===== src/rtl/modport_stream_rx.sv =====
// rtl/modport_stream_rx.sv - valid/ready byte-stream receiver with show-ahead FIFO, XOR checksum and saturating beat count
module modport_stream_rx #(
    parameter int WIDTH = 8,
    parameter int DEPTH = 4,
    parameter int CNT_W = 16
) (
    input  logic                     clk,
    input  logic                     rst,
    input  logic                     rx_valid,
    input  logic [WIDTH-1:0]         rx_data,
    output logic                     rx_ready,
    input  logic                     flush,
    input  logic                     deq,
    output logic                     deq_valid,
    output logic [WIDTH-1:0]         deq_data,
    output logic [$clog2(DEPTH):0]   level,
    output logic [WIDTH-1:0]         sum,
    output logic [CNT_W-1:0]         rx_count
);

    localparam int PW = $clog2(DEPTH);
    localparam logic [PW:0] FULL = (PW+1)'(DEPTH);

    logic [WIDTH-1:0] mem [DEPTH];
    logic [PW-1:0]    wr_ptr;
    logic [PW-1:0]    rd_ptr;
    logic             accept;
    logic             pop;

    // Ready is purely from registered state; a full FIFO never accepts even if the consumer pops.
    assign rx_ready  = !rst && !flush && (level != FULL);
    assign accept    = rx_valid && rx_ready;
    assign deq_valid = (level != '0);
    assign pop       = deq && deq_valid && !flush;
    assign deq_data  = mem[rd_ptr];

    always_ff @(posedge clk) begin
        if (accept) begin
            mem[wr_ptr] <= rx_data;
        end
    end

    always_ff @(posedge clk) begin
        if (rst) begin
            wr_ptr   <= '0;
            rd_ptr   <= '0;
            level    <= '0;
            sum      <= '0;
            rx_count <= '0;
        end else begin
            if (accept) begin
                sum <= sum ^ rx_data;
                if (rx_count != '1) begin
                    rx_count <= rx_count + 1'b1;
                end
            end
            // Flush drops buffered beats but keeps the running checksum and count.
            if (flush) begin
                wr_ptr <= '0;
                rd_ptr <= '0;
                level  <= '0;
            end else begin
                if (accept) begin
                    wr_ptr <= wr_ptr + 1'b1;
                end
                if (pop) begin
                    rd_ptr <= rd_ptr + 1'b1;
                end
                case ({accept, pop})
                    2'b10:   level <= level + 1'b1;
                    2'b01:   level <= level - 1'b1;
                    default: level <= level;
                endcase
            end
        end
    end

endmodule


===== config.mk =====
export PLATFORM = sky130hd
export DESIGN_NAME = modport_stream_rx
export DESIGN_NICKNAME = d
export VERILOG_FILES = /design/src/rtl/modport_stream_rx.sv
export SDC_FILE = /design/constraint.sdc
export NUM_CORES = 1
export LEC_CHECK = 0
export CORE_UTILIZATION = 40
export DETAILED_ROUTE_END_ITERATION = 10
export SYNTH_ARGS = -nofsm -noshare
export SYNTH_HDL_FRONTEND = slang
export SYNTH_SLANG_ARGS = --single-unit

===== constraint.sdc =====
create_clock -name clk -period 4.84 [get_ports clk]
set_clock_uncertainty 0.05 [all_clocks]
set_input_delay 0.484 -clock clk [delete_from_list [all_inputs] [get_ports clk]]
set_output_delay 0.484 -clock clk [all_outputs]
set_load 0.02 [all_outputs]

==> results of run 1 <==
worst max-delay path: stages, from the launching register on:
cell and delay [ns]:
dfxtp_1 0.39, or3b_1 0.62, and2_2 0.32, inv_2 0.15, ha_1 0.21, inv_1 0.06, fa_1 0.37, xor2_1 0.16
or3_1 0.32, a21oi_1 0.14
where the power goes:
group          internal (uW)  switching (uW)  total, uW
Clock                    182             203        385
Combinational           27.2            29.2       56.4
Sequential               582            4.13        586
Total                    792             237       1030
cell usage after synthesis (2+ instances only):
cell,n,share of area (%)
clkbuf_1,6,0.81
o311a_1,2,0.72
or2_2,2,0.45
and4_1,2,0.63
inv_1,9,1.2
or3_1,5,1.1
nand4_1,4,0.90
edfxtp_1,32,35
mux2i_1,2,0.72
o311ai_0,4,1.3
mux4_2,8,6.5
o31ai_1,3,0.81
o21bai_1,2,0.54
o21ai_0,7,1.3
and3_1,6,1.4
ha_1,6,2.7
nand2_1,12,1.6
o41ai_1,4,1.3
nand3_1,12,2.2
dfxtp_1,33,24
a21oi_1,11,2.0
nor2_1,16,2.2
or4_1,3,0.81
nor4_1,3,0.68
xnor2_1,3,0.95
xor2_1,10,3.2
per-layer routing:
metal / wire (um) / global-route usage [%] / up-vias
met5: 0 / 0 / -
met4: 105 / 9.24 / 0
met3: 279 / 4.18 / 12
met2: 2410 / 25.0 / 48
met1: 2780 / 23.4 / 869
li1: - / - / 945
cells by family (layout without fill, tap and decap cells):
| kind of cell | Yosys count | in the layout |
|---|---|---|
| and+or+nand+nor | 76 | 76 |
| DFF | 65 | 65 |
| AOI/OAI and AO/OA | 33 | 33 |
| buffers and inverters | 19 | 76 |
| xor gates and xnor gates | 13 | 13 |
| muxes | 10 | 10 |
| adders and majority gates | 7 | 7 |
sequential cells by signal, summed over array words and instances (netlist names), named ones only:
name	flops
rd_ptr	2
rx_count	16
mem	32
level	3
sum	8
wr_ptr	2
per-stage QoR:
step	power (uW)	instances	instance area, um2	hold slack, ns
after floorplan	625	223	2770	0.419
after CTS	1040	357	3490	0.455
final	1030	357	3490	0.455
after global placement	656	341	3320	0.441
after detailed placement	656	341	3320	0.445
after global routing	1070	357	3490	0.492
how the worst max path moves through the flow:
| stage | from | to | slack [ns] | depth (start not counted) |
|---|---|---|---|---|
| after global placement | rst | level[2]$_SDFFE_PP0P_ | 1.76 | 11 |
| final | level[2]$_SDFFE_PP0P_ | level[2]$_SDFFE_PP0P_ | 2.00 | 9 |
| after floorplan | level[2]$_SDFFE_PP0P_ | level[2]$_SDFFE_PP0P_ | 2.18 | 11 |
| after global routing | level[2]$_SDFFE_PP0P_ | level[2]$_SDFFE_PP0P_ | 1.80 | 9 |
| after CTS | level[2]$_SDFFE_PP0P_ | level[2]$_SDFFE_PP0P_ | 1.97 | 9 |
| after detailed placement | rst | level[2]$_SDFFE_PP0P_ | 1.65 | 11 |
area by class of cell:
type / count / area (um2) / share of cell area [%]
clock buffers: 10 / 128 / 3.66
clock inverters: 6 / 35.0 / 1.00
inverters: 10 / 37.5 / 1.08
multi-input cells: 139 / 1070 / 30.7
flip-flops and latches: 65 / 1620 / 46.5
well taps: 77 / 96.3 / 2.76
repair buffers: 50 / 498 / 14.3
==> reports/metrics.cfg, run 1 <==
[run_status]
outcome=complete, no violations

[global_route]
grt_usage_pct=17.1
grt_pass1_wl_mm=9.32
overflow=0
grt_pass1_vias=1849
grt_max_degree=21
antenna_found_initial=0

[sta]
drv_slew=0
fin_ws_ns=2.00
rsz0062_at_grt=no
tns_ns=0
fin_crit_ns=2.84
period_share_pct=58.6
slew_headroom_pct=53.5
finalSetupViolations=0
max_freq_mhz=352
worstMarginPinSlew_ns=0.695
timing.final.hold_violations=0

[setup_path]
crit_required_ns=5.06
setup.worst_path.class=reg -> reg
r2r_slack_ns=2.00
r2r_end=level[2]$_SDFFE_PP0P_
ff2ff_path_depth=9
critPathMaxFanout=17
crit_arrival_ns=3.06
r2r-start=level[2]$_SDFFE_PP0P_
worstSetupStartpointType=flop
setup.worst_path.end_class=flop

[clock_tree]
cts_resized=0
cts_tree=done
cts_sinks=65
clk_path_buf_depth=2
hold_buffers=0
clk_latency_ns=0.33
clk_pin_slew_worst_paths_ns=0.07
cts_setup_buffers=0
clockRootBuffer=clkbuf_8
cts_made_buffers=9
htreeDepth=3

[finish]
nFillCells=572
nets=295
antenna-diode-count=0
utilization_pct=53.7
most-common-layout-cells=clkdlybuf4s50_1 (49), dfxtp_1 (33), edfxtp_1 (32), nor2_1 (16)
drive_above_1_share_pct=11.1
final_common_cell=clkdlybuf4s50_1
area_growth_syn_to_layout_pct=26.1

[synthesis]
syn_area_per_cell_um2=12.4
synth_cells=223
ys.flop_type=dfxtp_1
synth_async_sr_flop_share_pct=0
synth_enable_flop_cells=32
yosys_register_bits=65
ys_seq_area_share_pct=58.6
synth_top_family_by_area=simple AND/OR/NAND/NOR gates
syn_area_um2=2770
syn_nets=243
yosys.area_share.adder_pct=3.44
synth_compound_area_share_pct=7.87
synth_cell_types=42
synth-simple-area-share_pct=16.1
synth.area.mux_share_pct=7.24
synth_xor_area_share_pct=4.12
yosys_warnings=0

[placed_design]
gp_congestion=0.772
io_buffers=49
post-place-ws_ns=1.65
dp_hpwl_mm=3.78

[flow_run]
maxCapViolCount=0

[die]
row_count=29
core_area_um2=6490
io_pins=50
dieHeight_um=85.2
dieArea_um2=7250
initial_core_util_pct=42.6
fp.dieW_um=85.2

[power_and_ir_drop]
worst_ir_drop_vdd_mv=0.134
leakage_uw=0.00114
p_per_area_nw_per_um2=295

[detailed_routing]
vias=1874
finalWirelength_mm=5.57
drt_drc_violations_left=0
final_antenna_net_count=0
dr.pass1.iters=4
wire_per_inst_um=15.6
drtIter0Drc=91
vias_per_cell=5.25

[hold_path]
hp-class=reg -> reg
worst_hold_path.endpoint=wr_ptr[1]$_SDFFE_PP0P_
worstHoldPathCells=2
hold_start=wr_ptr[1]$_SDFFE_PP0P_

(Power assumes the default switching activity.)
==> run 2, diff against run 1 <==
--- a/config.mk
+++ b/config.mk
@@ -7,6 +7,7 @@
 export LEC_CHECK = 0
 export CORE_UTILIZATION = 40
 export DETAILED_ROUTE_END_ITERATION = 10
+export PLACE_DENSITY = 0.66
 export SYNTH_ARGS = -nofsm -noshare
 export SYNTH_HDL_FRONTEND = slang
 export SYNTH_SLANG_ARGS = --single-unit
==> constraint.sdc (replaced) <==
create_clock -name clk -period 2.4 [get_ports clk]
set_clock_uncertainty 0.05 [all_clocks]
set_input_delay 0.24 -clock clk [delete_from_list [all_inputs] [get_ports clk]]
set_output_delay 0.24 -clock clk [all_outputs]
set_load 0.02 [all_outputs]
==> run 2 against run 1 <==
Compared with the run above:
- first-iteration DRC count grew 37%
- utilization grew 2.1 points
- die area is the same
- register-to-register slack lost 1.9 ns
- final cell count grew 1.7%
- clock power grew to 2.7 times the previous value
- critical path type is now reg -> out
- combinational power grew 110%
- worst hold slack lost 0.0089 ns
==> reports/metrics.cfg, run 2 (synthesis results as in run 1) <==
[setup_path]
cp_slowest_cell=clkdlybuf4s50_1  ; was or3b_1
crit_required_ns=2.11  ; was 5.06 ns
critPathMaxStageDelay_ns=0.53  ; was 0.62 ns
critPathMaxFanout=16  ; was 17
crit_buf_inv=2  ; unchanged
setup.worst_path.end_class=output port  ; was flop
crit_arrival_ns=1.97  ; was 3.06 ns
crit_family=buffers and inverters  ; was simple AND/OR/NAND/NOR gates
worstPathCellList=or3b_1 -> buf_4 -> nor2b_1 -> clkdlybuf4s50_1  ; was or3b_1 -> and2_2 -> inv_2 -> ha_1 -> inv_1 -> fa_1 -> xor2_1 -> or3_1 -> a21oi_1
setup.worst_path.class=reg -> out  ; was reg -> reg
worstSetupStartpointType=flop  ; unchanged

[detailed_routing]
drtIter0Drc=125  ; was 91
drt_drc_violations_left=0  ; unchanged
final_antenna_net_count=0  ; unchanged
vias_per_cell=5.34  ; was 5.25
vias=1939  ; was 1874
dr.pass1.iters=4  ; unchanged
wire_per_inst_um=15.6  ; about the same
finalWirelength_mm=5.66  ; was 5.57 mm

[global_route]
grt_util_met1_pct=22.9  ; was 23.4%
grt_busiest_layer=met2  ; unchanged
antenna_found_initial=0  ; unchanged
grt_max_degree=19  ; was 21
grt_pass1_vias=1842  ; was 1849
grt_util_met3_pct=3.50  ; was 4.18%
grt_usage_pct=16.9  ; was 17.1%
grt_pass1_wl_mm=9.24  ; was 9.32 mm
grt_use_met2_pct=25.7  ; was 25.0%
overflow=0  ; unchanged

[power_and_ir_drop]
seqPwrFrac_pct=50.5  ; was 57.0%
internal_power_uw=1820  ; was 792 uW
p_clk_share_pct=44.3  ; was 37.5%
p_per_area_nw_per_um2=644  ; was 295 nW/um2
leakage_uw=0.00120  ; was 0.00114 uW
combPwrFrac_pct=5.2  ; was 5.5%
power.total_uw=2330  ; was 1030 uW
worst_ir_drop_vdd_mv=0.292  ; was 0.134 mV
p_switching_uw=511  ; was 237 uW
netSwitchingFraction_pct=21.9  ; was 23.0%

[finish]
drive_above_1_share_pct=15.4  ; was 11.1%
reg.largest.list=mem: 32 flops, rx_count: 16 flops, sum: 8 flops  ; unchanged
top_register=mem  ; unchanged
final_common_cell=clkdlybuf4s50_1  ; unchanged
area_growth_syn_to_layout_pct=31.0  ; was 26.1%
most-common-layout-cells=clkdlybuf4s50_1 (49), edfxtp_1 (32), dfxtp_1 (30), nor2_1 (16)  ; was clkdlybuf4s50_1 (49), dfxtp_1 (33), edfxtp_1 (32), nor2_1 (16)
antenna-diode-count=0  ; unchanged
nets=301  ; was 295
largest_reg_flops=32  ; unchanged

[clock_tree]
clockRootBuffer=clkbuf_8  ; unchanged
clk_pin_slew_worst_paths_ns=0.07  ; about the same
cts_sinks=65  ; unchanged
hold_buffers=0  ; unchanged
cts_tree=done  ; unchanged
cts_resized=0  ; unchanged
htreeDepth=3  ; unchanged
clk_path_buf_depth=2  ; unchanged
clk_latency_ns=0.34  ; was 0.33 ns
cts_made_buffers=9  ; unchanged
cts_setup_buffers=0  ; unchanged

[placed_design]
io_buffers=49  ; unchanged
dp_hpwl_mm=3.85  ; was 3.78 mm
post-place-ws_ns=0.0500  ; was 1.65 ns
gp_congestion=0.794  ; was 0.772

[die]
dieArea_um2=7250  ; unchanged
fp.dieW_um=85.2  ; unchanged
initial_core_util_pct=42.6  ; unchanged
io_pins=50  ; unchanged
row_count=29  ; unchanged
core_area_um2=6490  ; unchanged
dieHeight_um=85.2  ; unchanged

[sta]
fin_ws_ns=0.143  ; was 2.00 ns
slew_headroom_pct=56.7  ; was 53.5%
tns_ns=0  ; unchanged
drv_slew=0  ; unchanged
max_freq_mhz=443
timing.final.hold_violations=0  ; unchanged
finalHoldWorstSlack_ns=0.446  ; was 0.455 ns
period_share_pct=94.0
worstMarginPinSlew_ns=0.645  ; was 0.695 ns
finalSetupViolations=0  ; unchanged
fin_crit_ns=2.26
rsz0062_at_grt=no  ; unchanged

[run_status]
outcome=complete, no violations  ; unchanged

[flow_run]
maxCapViolCount=0  ; unchanged

[hold_path]
hp-class=reg -> reg  ; unchanged

run 2: cell types whose count changed in the layout (fill, tap and decap cells not counted), moves of 2 or more:
cell,previous run,this run
clkinv_2,3,0
clkinv_4,1,3
buf_4,1,7
bufinv_16,0,2
dfxtp_1,33,30
dfxtp_4,0,3
run 2: layout make-up:
cell class / count / area, um2
Fill cell: 540 / 2870
Sequential cell: 65 / 1630
Multi-Input combinational cell: 139 / 1090
Timing Repair Buffer: 56 / 543
Clock buffer: 9 / 124
Clock inverter: 7 / 103
Tap cell: 77 / 96.3
Inverter: 10 / 37.5
run 2: layer usage:
metal  wire length [um]  vias up
li1                   -      960
met1               2820      921
met2               2480       46
met3                235       12
met4                119        0
met5                  0        -
run 2: power groups by stage:
| stage | logic (uW) | clock network (uW) | registers [uW] |
|---|---|---|---|
| 6_report | 120 | 1030 | 1180 |
| 5_1_grt | 130 | 1100 | 1180 |
| 4_1_cts | 122 | 1060 | 1180 |
| 3_5_place_dp | 121 | 0 | 1200 |
| 3_3_place_gp | 120 | 0 | 1200 |
| 2_1_floorplan | 48.8 | 0 | 1210 |
run 2: worst register-to-register path, stage by stage (launching register included):
cell and delay [ns]:
dfxtp_4 0.36, or3b_1 0.39, and2_4 0.17, inv_2 0.07
ha_4 0.14, inv_1 0.05, fa_2 0.33, xor2_1 0.15
or3_1 0.32, a21oi_1 0.15
run 2: path summary, 6_finish.rpt:
| check | start | endpoint | slack (ns) | cells after the start |
|---|---|---|---|---|
| worst max-delay path | level[1]$_SDFFE_PP0P_ | rx_ready | 0.14 | 4 |
| worst min-delay path | wr_ptr[1]$_SDFFE_PP0P_ | wr_ptr[1]$_SDFFE_PP0P_ | 0.45 | 2 |
| worst max register to register | level[1]$_SDFFE_PP0P_ | level[2]$_SDFFE_PP0P_ | 0.15 | 9 |
| worst min register to register | wr_ptr[1]$_SDFFE_PP0P_ | wr_ptr[1]$_SDFFE_PP0P_ | 0.45 | 2 |
run 2: per-stage QoR:
step	utilization (%)	instances	area (um2)
after floorplan	-	223	2810
final	55.8	363	3620
after CTS	55.8	363	3620
after detailed placement	52.3	347	3400
after global placement	52.3	347	3400
after global routing	55.8	363	3620
==> run 3, diff against run 2 <==
--- a/config.mk
+++ b/config.mk
@@ -5,6 +5,7 @@
 export SDC_FILE = /design/constraint.sdc
 export NUM_CORES = 1
 export LEC_CHECK = 0
+export CAP_MARGIN = 40
 export CORE_UTILIZATION = 40
 export DETAILED_ROUTE_END_ITERATION = 10
 export PLACE_DENSITY = 0.66
==> results of run 3 <==
Final layout, timing and power as in run 2 (identical DEF).
